### config.mk
export PLATFORM = sky130hd
export DESIGN_NAME = timer_dev
export DESIGN_NICKNAME = d
export VERILOG_FILES = /design/src/rtl/timer_pkg.sv /design/src/rtl/timer_dev.sv
export SDC_FILE = /design/constraint.sdc
export NUM_CORES = 1
export LEC_CHECK = 0
export BUFFER_PORTS_ARGS = -buffer_cell sky130_fd_sc_hd__buf_2
export CAP_MARGIN = 20
export CORE_MARGIN = 1.5
export CORE_UTILIZATION = 45
export CTS_BUF_LIST = sky130_fd_sc_hd__clkbuf_16
export DETAILED_ROUTE_END_ITERATION = 8
export GPL_TIMING_DRIVEN = 0
export HOLD_SLACK_MARGIN = 0.06
export PLACE_DENSITY = 0.72
export SYNTH_ARGS = -nofsm -noshare
export SYNTH_HDL_FRONTEND = slang
export SYNTH_SLANG_ARGS = --single-unit
### constraint.sdc
create_clock -name clk -period 2.4 [get_ports clk]
set_input_delay 0.48 -clock clk [delete_from_list [all_inputs] [get_ports clk]]
set_output_delay 0.48 -clock clk [all_outputs]
set_load 0.03 [all_outputs]
### src/rtl/timer_pkg.sv
// Shared constants for the memory-mapped countdown timer: register offsets,
// CTRL bit layout, mode codes and FSM state encoding.
package timer_pkg;

  localparam logic [1:0] ADDR_CTRL   = 2'd0;
  localparam logic [1:0] ADDR_PRESET = 2'd1;
  localparam logic [1:0] ADDR_COUNT  = 2'd2;
  localparam logic [1:0] ADDR_RSVD   = 2'd3;

  localparam int EN_BIT   = 0;
  localparam int MODE_LSB = 1;
  localparam int IM_BIT   = 3;

  localparam logic [1:0] MODE_ONESHOT = 2'b00;
  localparam logic [1:0] MODE_RELOAD  = 2'b01;

  typedef enum logic [1:0] {
    IDLE = 2'd0,
    LOAD = 2'd1,
    CNT  = 2'd2,
    INT  = 2'd3
  } state_t;

endpackage

### src/rtl/timer_dev.sv
// Countdown timer responder on the core load/store bus: CTRL/PRESET/COUNT
// registers, one-shot or auto-reload operation and a maskable level IRQ.
module timer_dev
  import timer_pkg::*;
#(
  parameter int CNT_W = 32
) (
  input  logic        clk,
  input  logic        reset,
  input  logic [31:0] Addr,
  input  logic        WE,
  input  logic [31:0] WD,
  output logic [31:0] RD,
  output logic        IRQ
);

  state_t             state_q;
  state_t             state_d;
  logic               ctrl_en;
  logic [1:0]         ctrl_mode;
  logic               ctrl_im;
  logic [CNT_W-1:0]   preset;
  logic [CNT_W-1:0]   count;
  logic               irq_flag;

  logic               do_load;
  logic               do_dec;
  logic               set_irq;
  logic               clr_irq;
  logic               clr_en;
  logic               wr_ctrl;
  logic               wr_preset;
  logic               unused_addr;

  assign unused_addr = ^{Addr[31:4], Addr[1:0]};
  assign wr_ctrl     = WE && (Addr[3:2] == ADDR_CTRL);
  assign wr_preset   = WE && (Addr[3:2] == ADDR_PRESET);

  always_comb begin
    state_d = state_q;
    do_load = 1'b0;
    do_dec  = 1'b0;
    set_irq = 1'b0;
    clr_irq = 1'b0;
    clr_en  = 1'b0;
    case (state_q)
      IDLE: if (ctrl_en) state_d = LOAD;
      LOAD: begin
        do_load = 1'b1;
        state_d = CNT;
      end
      CNT: begin
        if (!ctrl_en) begin
          state_d = IDLE;
        end else if (count == '0) begin
          state_d = INT;
          set_irq = 1'b1;
        end else begin
          do_dec = 1'b1;
        end
      end
      INT: begin
        // Only mode 01 reloads; 10 and 11 fall back to one-shot.
        if (ctrl_mode == MODE_RELOAD) begin
          clr_irq = 1'b1;
          state_d = LOAD;
        end else begin
          clr_en  = 1'b1;
          state_d = IDLE;
        end
      end
      default: state_d = IDLE;
    endcase
  end

  always_ff @(posedge clk) begin
    if (!reset) begin
      state_q   <= IDLE;
      ctrl_en   <= 1'b0;
      ctrl_mode <= MODE_ONESHOT;
      ctrl_im   <= 1'b0;
      preset    <= '0;
      count     <= '0;
      irq_flag  <= 1'b0;
    end else begin
      state_q <= state_d;
      if (do_load) begin
        count <= preset;
      end else if (do_dec) begin
        count <= count - CNT_W'(1);
      end
      if (wr_preset) preset <= CNT_W'(WD);
      // A bus write to CTRL wins over the FSM dropping En on one-shot expiry.
      if (wr_ctrl) begin
        ctrl_en   <= WD[EN_BIT];
        ctrl_mode <= WD[MODE_LSB +: 2];
        ctrl_im   <= WD[IM_BIT];
      end else if (clr_en) begin
        ctrl_en <= 1'b0;
      end
      if (wr_ctrl || clr_irq) begin
        irq_flag <= 1'b0;
      end else if (set_irq) begin
        irq_flag <= 1'b1;
      end
    end
  end

  always_comb begin
    RD = '0;
    case (Addr[3:2])
      ADDR_CTRL: begin
        RD[EN_BIT]          = ctrl_en;
        RD[MODE_LSB +: 2]   = ctrl_mode;
        RD[IM_BIT]          = ctrl_im;
      end
      ADDR_PRESET: RD = 32'(preset);
      ADDR_COUNT:  RD = 32'(count);
      ADDR_RSVD:   RD = '0;
      default:     RD = '0;
    endcase
  end

  assign IRQ = irq_flag & ctrl_im;

endmodule

Word level (Yosys, flattened, before mapping). Index checks and enable logic that the tools add are counted.

Add/subtract/negate cells: 1. Equality and inequality tests: 9. Mux-type cells: 22. Bitwise gates (word level): 2. Reductions and logical operators: 10.

Operator list (number): $mux 32 (2); $pmux 28 s2 (1); $logic_not 32->1 (1); $sub 32x1->32 const B (1); $pmux 4 s4 (1); $mux 1 (14); $eq 2x2->1 const B (4); $pmux 2 s4 (1); $eq 2x1->1 const B (3); $mux 2 (3); $logic_not 2->1 (2); $reduce_bool 2->1 (2); $ne 3x3->1 const B (1); $logic_and 1x1->1 (2); $ne 2x2->1 const B (1); $reduce_and 2->1 (1); $reduce_or 2->1 (1); $and 1x1->1 (1); $logic_or 1x1->1 (1); $not 1->1 (1).

Register bits: 71. Output and inout bits: 33.

Depth between registers and ports, before layout.
Word-level depth: 6. Gate-level depth with buffers: 9. Depth with buffers taken out: 7.

Least setup slack after synthesis. OpenSTA, ideal clock, no wires.

Path kind: input port to output port. Start: in Addr[3]. End: out RD[0]. Arrival: 1952 ps. Data required time: 1920 ps. Setup slack: -32 ps. Cell stages on the path: 6. Path buffers: 2. Path through: inv_1 > ha_1 > clkbuf_1 > clkbuf_1 > a22oi_1 > o21ai_0.

Cells in the longest elaborated chain, start to end: 2. Elaborated cells between the ends (all ways): 5. Those cells by class: eq/ne (3); mux (1); reduce/logical (1).

RTL lines: start: declaration (line timer_dev.sv:10) `input logic [31:0] Addr,`; $eq 2x2->1 (tied with other cells) (line timer_dev.sv:111) `case (Addr[3:2])`; $pmux 4 s4 * (line timer_dev.sv:111); end: declaration (line timer_dev.sv:13) `output logic [31:0] RD,`.

Every way passes the cells marked *; elsewhere a longest branch is shown, timed or not.

Final worst setup path.
Start: reg count[1]. End: reg count[6].

Cells in the longest elaborated chain, start to end: 5. Elaborated cells between the ends (all ways): 8. Those cells by class: add/sub (1); mux (5); reduce/logical (2).

RTL lines: start: declaration (line timer_dev.sv:23) `logic [CNT_W-1:0] count;`; start signal: assignment (line timer_dev.sv:88) `count <= preset;`; start signal: assignment (line timer_dev.sv:90) `count <= count - CNT_W'(1);`; branches (longest 5 deep; another with $sub 32x1->32).

Parallel ways; which one is timed is not known. The select of a mux whose other input is x is not followed. A chain may end at the register's enable or synchronous reset.

==> results.tsv <==
stage	metric	value	unit
sta	whs	0.3820	ns
final_layout	multi_input_area	2480	sq um
power_and_ir_drop	p_leak	0.002005	uW
hold_path	min_delay_path_depth	3	
final_layout	final_nets	692	
sta	maxSlewViolCount	0	
power_and_ir_drop	combPwrFrac	14.4	%
synthesis	ys_types	60	
route	vias	4498	
critical_path	reg2reg_slack	-0.05	ns
route	drtPass1Iterations	5	
synthesis	ys_warn_count	0	
placement	place.gp.congestion	0.9773	
sta	fin_crit	2.449	ns
hold_path	holdCritPathClass	in -> reg	
clock_tree	cts_root_buf	clkbuf_16	
critical_path	required	2.66	ns
sta	post-route-period-util	102.1	%
critical_path	crit_type	reg -> reg	
outcome	status	finished with violations	
floorplan	initial_utilization	46.12	%
synthesis	syn_nets	587	
synthesis	synth_flop_cell	dfxtp_1	
clock_tree	postCtsHoldBufs	0	
power_and_ir_drop	sequentialPowerShare	40.8	%
global_routing	grt_pass1_wl	21850	um
clock_tree	cts_tree	yes	
sta	setup_tns	-0.1716	ns
synthesis	syn-instance-count	515	
final_layout	drive_gt1_share	25.28	%
sta	fmax	408.3	MHz
synthesis	async_reset_ff_share	0	%
power_and_ir_drop	pwr-share-clk	44.7	%
placement	pre_cts_ws	-0.5324	ns
clock_tree	cts_buffers	9	
global_routing	grt_max_degree	14	
global_routing	track_usage	29.32	%
power_and_ir_drop	power.total	3014	uW
clock_tree	clk_latency	0.34	ns
synthesis	synth_edf_count	0	
synthesis	syn_area_per_cell	7.733	sq um
critical_path	critPathCaptureType	flop	
sta	setup_viol	7	
power_and_ir_drop	internal_power	2182	uW
placement	hpwl	9692	um
synthesis	synth.ff_latch_count	71	
synthesis	syn-cell-area	3983	sq um
power_and_ir_drop	p_sw	831.8	uW
floorplan	fp.dieH	97.08	um
critical_path	critPathMaxFanout	6	
placement	io_buffers	69	
critical_path	critPathLaunchType	flop	
global_routing	grt_antenna_before_repair	0	
sta	fin_worst_skew	0.01100	ns
sta	worst_pin_slew	0.7598	ns
final_layout	ff_latch_area	1429	sq um
route	drt_iter0_drc	550	
critical_path	cp.arrival	2.71	ns
route	drc_errors	0	
final_layout	fillCellCount	807	
final_layout	insertedDiodeCount	0	
final_layout	syn_to_final_growth	28.68	%
run	drv_cap	0	
power_and_ir_drop	vdd.ir_drop.worst	0.3961	mV
synthesis	yosysSeqAreaShare	35.69	%
global_routing	grt_pass1_vias	4223	
power_and_ir_drop	p_sw_share	27.60	%
clock_tree	clk_pin_slew	0.06	ns
floorplan	die-width	97.08	um
floorplan	ios	100	
clock_tree	clock-sinks	71	
sta	finalWorstSetupSlack	-0.04923	ns
route	wl	14090	um
sta	hold_violations	0	
route	ant_nets	0	
floorplan	rows	34	
route	wl_per_cell	19.23	um
floorplan	die_area	9424	sq um
sta	maxSlewHeadroom	48.64	%
power_and_ir_drop	power.density	588.1	nW/um^2
floorplan	coreArea	8636	sq um
clock_tree	ctsHtreeMaxLevel	3	
clock_tree	ctsLongestPathBuffers	2	
outcome	violations	setup timing	
global_routing	grt_overflow	0	
route	vias_per_cell	6.136	
critical_path	reg2reg_depth	10	
sta	rsz0062_at_grt	true	
## worst max-delay path, cell delays in order, from the launching register on
cell,delay (ns)
dfxtp_4,0.36
inv_4,0.06
ha_4,0.13
or4b_4,0.48
or3_4,0.44
o31ai_4,0.26
buf_6,0.16
buf_8,0.12
buf_6,0.13
o311ai_2,0.08
a21oi_1,0.15
## through the flow
stage               std cells  area, sq um  util (%)
finish                    733         5125     59.35
global route              733         5125     59.35
CTS                       714         4896     56.69
detailed placement        692         4463     51.68
global placement          692         4463     51.68
floorplan                 515         3983         -
## cells in the final DEF, fill, tap and decap left out, drive strengths merged, types with 2 or more instances in the layout
cell type,count
a211oi,4
a21oi,47
a221o,2
a22oi,35
a311oi,4
a31oi,12
a32o,3
a32oi,3
and2,8
and4,2
buf,104
clkbuf,39
clkinv,3
clkinvlp,2
dfxtp,71
ha,5
inv,7
nand2,101
nand2b,3
nand3,9
nand4,7
nor2,17
nor2b,31
nor3,18
nor4,8
o211a,2
o211ai,8
o21a,6
o21ai,19
o22ai,3
o311a,2
o311ai,4
o31a,2
o31ai,2
o32ai,2
o41ai,2
or2,3
or3,6
or4,7
## synth_stat cells (2+ instances only)
cell type	n	area, sq um
nand2_1	101	379.1
dfxtp_1	71	1421
a21oi_1	47	235.2
a22oi_1	35	262.8
clkbuf_1	33	123.9
nor2b_1	31	193.9
nor2_1	17	63.81
nor3_1	16	80.08
o21ai_0	14	70.07
a31oi_1	12	75.07
nand3_1	9	45.04
and2_1	8	50.05
nand4_1	7	43.79
nor4_1	7	43.79
o211ai_1	7	52.55
inv_1	6	22.52
o21a_1	6	45.04
or4_1	6	45.04
ha_1	5	62.56
o21ai_1	5	25.02
or3_1	5	31.28
a211oi_1	4	30.03
a311oi_1	4	35.03
a32o_1	3	30.03
a32oi_1	3	26.28
buf_2	3	15.01
nand2b_1	3	18.77
o22ai_1	3	18.77
o311ai_1	3	26.28
or2_2	3	18.77
a221o_1	2	20.02
and4_1	2	17.52
buf_6	2	22.52
o211a_1	2	20.02
o311a_1	2	20.02
o31a_1	2	17.52
o32ai_1	2	17.52
o41ai_1	2	17.52
## registers in the layout (all words and copies together) (netlist names)
name	flops
ctrl_en	1
ctrl_mode	2
ctrl_im	1
state_q	2
preset	32
irq_flag	1
count	32
## power groups by stage
| stage | clock, uW | sequential [uW] | combinational [uW] |
|---|---|---|---|
| after floorplan | 0 | 1250 | 219 |
| after global placement | 0 | 1260 | 334 |
| final | 1350 | 1230 | 435 |
| after detailed placement | 0 | 1260 | 338 |
| after global routing | 1400 | 1230 | 465 |
| after CTS | 1360 | 1230 | 375 |
## final cells by class
class / count / area share [%]
tap: 108 / 2.637
buffer: 39 / 3.955
clock inverter: 7 / 1.416
inverter: 6 / 0.4883
sequential: 71 / 27.88
multi-input combinational: 398 / 48.39
clock buffer: 9 / 4.395
timing repair buffer: 95 / 10.84
## metal layers
layer | track usage, % | part of all wire, %
met5 | 0 | 0
met4 | 12.49 | 3.4
met3 | 6.835 | 10
met2 | 46.15 | 45
met1 | 38.53 | 41
## final timing paths
check / start / endpoint
worst max-delay path: count[1]$_SDFFE_PN0P_ / count[6]$_SDFFE_PN0P_
worst min-delay path: WD[8] / preset[8]$_SDFFE_PN0P_
worst max register to register: count[1]$_SDFFE_PN0P_ / count[6]$_SDFFE_PN0P_
worst min register to register: preset[4]$_SDFFE_PN0P_ / preset[4]$_SDFFE_PN0P_
## cells by family (layout without fill, tap and decap cells)
group                      count (synthesis)  after routing  synth area share, %
and+or+nand+nor                          225            225                28.78
AOI/OAI and AO/OA                        167            167                28.62
DFF                                       71             71                35.69
buffers and inverters                     46            156                5.089
adders and majority gates                  5              5                1.571
muxes                                      1              1               0.2513
## repair_timing
item	4_1_cts	5_1_grt
setup buffers	7	19
endpoints found under the setup margin	61	50
gates resized for setup	26	29
pin swaps	5	20
Power figures use the tool's default switching activity.
